**src/rtl/id_scoreboard_ctrl_pkg.sv**
```systemverilog
// Shared types and defaults for the decode-stage issue scoreboard.
// State encoding is visible on the top-level state port.
package id_scoreboard_ctrl_pkg;

    typedef enum logic [1:0] {
        ST_RUN   = 2'd0,
        ST_DRAIN = 2'd1,
        ST_DEBUG = 2'd2
    } state_e;

    localparam int ADDR_W_DEF = 5;
    localparam int CNT_W_DEF  = 2;
    localparam int REG_ZERO   = 0;

endpackage

```
**src/rtl/id_scoreboard_ctrl_reg_pending_counter.sv**
```systemverilog
// Saturating up/down count of in-flight writes to one register.
// clr wins over any simultaneous inc/dec.
module reg_pending_counter #(
    parameter int CNT_W = 2
) (
    input  logic             clk,
    input  logic             reset,
    input  logic             clr,
    input  logic             inc,
    input  logic             dec,
    output logic [CNT_W-1:0] count
);

    logic up;
    logic down;

    assign up   = inc & (count != '1);
    assign down = dec & (count != '0);

    always_ff @(posedge clk or negedge reset) begin
        if (!reset) begin
            count <= '0;
        end else if (clr) begin
            count <= '0;
        end else if (up & ~down) begin
            count <= count + 1'b1;
        end else if (down & ~up) begin
            count <= count - 1'b1;
        end
    end

endmodule

```
**src/rtl/id_scoreboard_ctrl.sv**
```systemverilog
// Decode issue scheduler: RAW/saturation stall and write-port
// arbitration between pipeline writeback and the debug writer.
module id_scoreboard_ctrl
    import id_scoreboard_ctrl_pkg::*;
#(
    parameter int NUM_REGS = 32,
    parameter int ADDR_W   = ADDR_W_DEF,
    parameter int CNT_W    = CNT_W_DEF
) (
    input  logic              clk,
    input  logic              reset,
    input  logic              issue_valid,
    input  logic [ADDR_W-1:0] issue_rs,
    input  logic [ADDR_W-1:0] issue_rt,
    input  logic [ADDR_W-1:0] issue_rd,
    input  logic              uses_rs,
    input  logic              uses_rt,
    input  logic              writes_rd,
    input  logic              wb_valid,
    input  logic [ADDR_W-1:0] wb_rd,
    input  logic              flush,
    input  logic              dbg_req,
    output logic              stall,
    output logic              issue_fire,
    output logic              dbg_grant,
    output logic              wr_sel,
    output logic              pending_any,
    output logic [1:0]        state
);

    localparam logic [CNT_W-1:0]  MAX  = '1;
    localparam logic [ADDR_W-1:0] ZERO = ADDR_W'(REG_ZERO);

    logic [CNT_W-1:0]    cnt [NUM_REGS];
    logic [NUM_REGS-1:0] nz;
    state_e              state_q;
    state_e              state_n;
    logic                grant_q;
    logic                rs_busy;
    logic                rt_busy;
    logic                rd_full;
    logic                haz;

    assign cnt[0] = '0;
    assign nz[0]  = 1'b0;

    for (genvar r = 1; r < NUM_REGS; r++) begin : g_cnt
        logic inc;
        logic dec;

        assign inc = issue_fire & writes_rd
                   & (issue_rd == ADDR_W'(r));
        assign dec = wb_valid & (wb_rd == ADDR_W'(r));

        reg_pending_counter #(
            .CNT_W (CNT_W)
        ) u_cnt (
            .clk   (clk),
            .reset (reset),
            .clr   (flush),
            .inc   (inc),
            .dec   (dec),
            .count (cnt[r])
        );

        assign nz[r] = |cnt[r];
    end

    // Registered counters only: a writeback this cycle does not unstall.
    assign rs_busy = uses_rs & (issue_rs != ZERO)
                   & (cnt[issue_rs] != '0);
    assign rt_busy = uses_rt & (issue_rt != ZERO)
                   & (cnt[issue_rt] != '0);
    assign rd_full = writes_rd & (issue_rd != ZERO)
                   & (cnt[issue_rd] == MAX);
    assign haz     = rs_busy | rt_busy | rd_full;

    assign stall       = issue_valid & ((state_q != ST_RUN) | haz);
    assign issue_fire  = issue_valid & ~stall & ~flush;
    assign pending_any = |nz;
    assign state       = state_q;
    assign dbg_grant   = grant_q;
    assign wr_sel      = grant_q;

    always_comb begin
        state_n = state_q;
        unique case (state_q)
            ST_RUN: begin
                if (dbg_req) state_n = ST_DRAIN;
            end
            ST_DRAIN: begin
                if (!dbg_req)         state_n = ST_RUN;
                else if (!pending_any) state_n = ST_DEBUG;
            end
            ST_DEBUG: begin
                if (!dbg_req) state_n = ST_RUN;
            end
            default: state_n = ST_RUN;
        endcase
    end

    always_ff @(posedge clk or negedge reset) begin
        if (!reset) begin
            state_q <= ST_RUN;
            grant_q <= 1'b0;
        end else begin
            state_q <= state_n;
            grant_q <= (state_n == ST_DEBUG);
        end
    end

endmodule
```
**config.mk**
```make
export PLATFORM = sky130hd
export DESIGN_NAME = id_scoreboard_ctrl
export DESIGN_NICKNAME = d
export VERILOG_FILES = /design/src/rtl/id_scoreboard_ctrl_pkg.sv /design/src/rtl/id_scoreboard_ctrl_reg_pending_counter.sv /design/src/rtl/id_scoreboard_ctrl.sv
export SDC_FILE = /design/constraint.sdc
export NUM_CORES = 1
export LEC_CHECK = 0
export ABC_AREA = 1
export CORE_ASPECT_RATIO = 1.25
export CORE_MARGIN = 10
export CORE_UTILIZATION = 25
export DETAILED_ROUTE_END_ITERATION = 8
export GPL_ROUTABILITY_DRIVEN = 0
export MAX_ROUTING_LAYER = met4
export PLACE_DENSITY = 0.46
export SKIP_CTS_REPAIR_TIMING = 1
export SYNTH_ARGS = -nofsm -noshare
export SYNTH_HDL_FRONTEND = slang
export SYNTH_SLANG_ARGS = --single-unit
```
**constraint.sdc**
```tcl
create_clock -name clk -period 4.44 [get_ports clk]
set_clock_uncertainty 0.1 [all_clocks]
set_input_delay 1.332 -clock clk [delete_from_list [all_inputs] [get_ports clk]]
set_output_delay 1.332 -clock clk [all_outputs]
set_load 0.005 [all_outputs]
```
==> qor.csv <==
metric,value,unit
first-pass iteration count of the detailed router,6,
top post-synthesis cells by count,"nand2_1, nor2_1, inv_1",
Total Routing Usage GR,17.10,%
die footprint,34370,sq um
type of the worst min-delay path,flip-flop to flip-flop,
Layout Area Growth over Synthesis,23.09,%
Buf/Inv on CP,5,
"Setup violations, final",0,
FP Rows,67,
final setup TNS,0,ns
Final period util,97.27,%
post-synthesis sequential area ratio,23.82,%
largest stage delay on the critical path,0.16,ns
Vias/cell,5.043,
vias in the first global route,7945,
CP Max Fanout,6,
fin crit period,4.319,ns
Yosys warnings,0,
LEAKAGE,4.341,nW
Worst Setup Path Type,input pin to output port,
most common cell in the netlist,nand2_1,
Core Box Area,26910,sq um
RSZ-0062 raised after global routing,true,
"flops & latches, synth",65,
Root Buffer,clkbuf_16,
final net count,1344,
I/O pins,36,
Initial Utilization,25.38,%
"Cell Chain, Critical Path",buf_4 -> buf_12 -> buf_12 -> nand2_1 -> nand2_1 -> nand2_1 -> nand2_1 -> nand2_1 -> nand2_1 -> inv_1 -> nand2_1 -> nand3_2 -> nand2_1 -> nand2_2 -> nand3_2 -> nor2_4 -> nor2_1 -> clkbuf_2,
Worst path slowest cell,buf_12,
Compound-Gate Fraction of Synth Area,3.115,%
mux contribution to synthesized area,0,%
hpwl dp,21.63,mm
largest net degree at the start of global routing,66,
leading area contributor after synthesis,dfrtp_1,
status,"complete, no violations",
Die X,167.8,um
Mapped Cells,1246,
layout cell share with drive strength beyond 1,11.14,%
Cell variety after synth,29,
vias,8397,
H-Tree Depth,3,
Synth top area share,23.82,%
Max Buffers Root-to-Sink,2,
clk slew on worst S/H paths,0.05,ns
Port Buf Inserts,35,
Main synth FF type,dfrtp_1,
total wire length,29.07,mm
WP data arrival,2.89,ns
Slew @ Worst Pin,0.9703,ns
worst path required time,3.01,ns
critical path's most frequent cell,nand2_1,
DRT antenna net count,0,
largest family of logic cells by synthesized area,simple AND/OR/NAND/NOR gates,
Synth Cell Area,6829,sq um
# diodes,0,
XOR/XNOR share of the synthesized area,0,%
Avg WL per Cell,17.46,um
Synth area leaders,"dfrtp_1, nand2_1, nand4_1, nand3_1, nor2_1",
clk sinks,65,
VDD IR max,0.1455,mV
Detailed Route Iter0 Violations,689,
"CP delay by family, top",simple AND/OR/NAND/NOR gates,
Post-synth EDFFs,0,
GR Overflow Total,0,
Max-Cap Viols,0,
Worst setup SP type,input pin,
Synth Area in Adders,0,%
Fin. Hold Viols,0,
clk_lat worst skew,0.37,ns
CTS tree,done,
final slew viol count,0,
"FFs w/ async S/R, synth",100.0,%
critical path endpoint category,output port,
drt drc,0,
Cell Pwr Density,291.6,nW/um^2
first-pass GRT wire length,45.14,mm
Fmax achieved,231.6,MHz
Slew headroom,35.31,%
initial antenna violation count,0,
Post-Syn Area per Cell,5.481,sq um
CTS Buf Count,9,
Simple-Gate Fraction of Synth Area,59.05,%
total power,2.451,mW
Die Y,204.8,um
Syn Nets,1275,
## logic make-up (layout without fill, tap and decap cells)
family | after synthesis | count (layout)
AND/OR/NAND/NOR | 912 | 912
flip-flops | 65 | 65
buffers and inverters | 230 | 304
AO/OA/AOI/OAI | 39 | 39
## where the power goes
part	total [mW]	internal [mW]	switching, mW
Clock	0.708	0.405	0.303
Combinational	0.914	0.318	0.595
Sequential	0.829	0.680	0.149
Total	2.45	1.40	1.05
## metal layers
layer,routed length (um),global-route usage [%],share of wire [%],vias to the layer above
met2,14130,28.71,49,286
li1,-,-,-,4162
met1,12330,19.60,42,3878
met3,1326,2.128,4.6,71
met5,0,-,0,-
met4,1280,8.966,4.4,0
## cells in the final DEF (no fill, tap or decap), types with 2 or more instances in the layout
cell             netlist  layout
nand2_1              402     394
nor2_1               176     173
inv_1                164     161
nand3_1              141     135
nand4_1              113     113
buf_4                  4      66
dfrtp_1               65      65
nor3_1                60      60
clkdlybuf4s50_1        0      22
nand2_2                8      16
o21ai_0               18      15
inv_2                 10      11
clkbuf_16              0      11
a21oi_1               10       9
nand3_2                2       8
buf_12                 0       8
o21ai_1                4       7
dlymetal6s2s_1         0       7
o211ai_1               5       5
clkinv_2               0       4
clkbuf_2               0       4
nor2_2                 1       3
nor2_4                 2       3
or2_2                  2       2
nor4_1                 2       2
clkinv_1               2       2
clkinvlp_4             0       2
clkbuf_8               0       2
buf_6                  8       2
## worst min-delay path, stage by stage (launching register included)
cell and delay, ns:
dfrtp_1 0.36, nand4_1 0.10, nand2_1 0.07
## sequential cells by signal, summed over array words and instances, names as in the netlist
| name | count |
|---|---|
| g_cnt.u_cnt.count | 62 |
| state | 2 |
| dbg_grant | 1 |
## layout make-up
type	count	area [sq um]
well taps	345	431.7
repair buffers	111	1056
inverters	177	680.7
multi-input cells	951	4328
flip-flops and latches	65	1627
clock buffers	11	252.7
clock inverters	5	30.03
fillers	2981	18500
## final timing paths
check | from | to | slack, ns | cells past startpoint
hold / removal | g_cnt[16].u_cnt.count[1] | g_cnt[16].u_cnt.count[1] | 0.47 | 2
setup reg to reg | g_cnt[20].u_cnt.count[0] | g_cnt[27].u_cnt.count[0] | 1.41 | 16
setup / recovery | issue_rd[0] | stall | 0.12 | 18
max in group asynchronous | reset | g_cnt[22].u_cnt.count[0] | 2.59 | 1
hold reg to reg | g_cnt[16].u_cnt.count[1] | g_cnt[16].u_cnt.count[1] | 0.47 | 2
min in group asynchronous | reset | g_cnt[17].u_cnt.count[0] | 1.03 | 1
## stage by stage
step	utilization, %	cells	cell area, sq um	hold WS, ns	setup slack (ns)
2_1_floorplan	-	1246	6829	0.4175	0.3253
3_5_place_dp	29.62	1646	7970	0.4525	-0.8129
6_report	31.24	1665	8406	0.4676	0.1214
4_1_cts	30.67	1662	8253	0.4691	-0.8318
3_3_place_gp	29.62	1646	7970	0.4542	-0.8250
5_1_grt	31.24	1665	8406	0.5023	-0.01961
No activity file was read; power rests on OpenSTA's default activity.
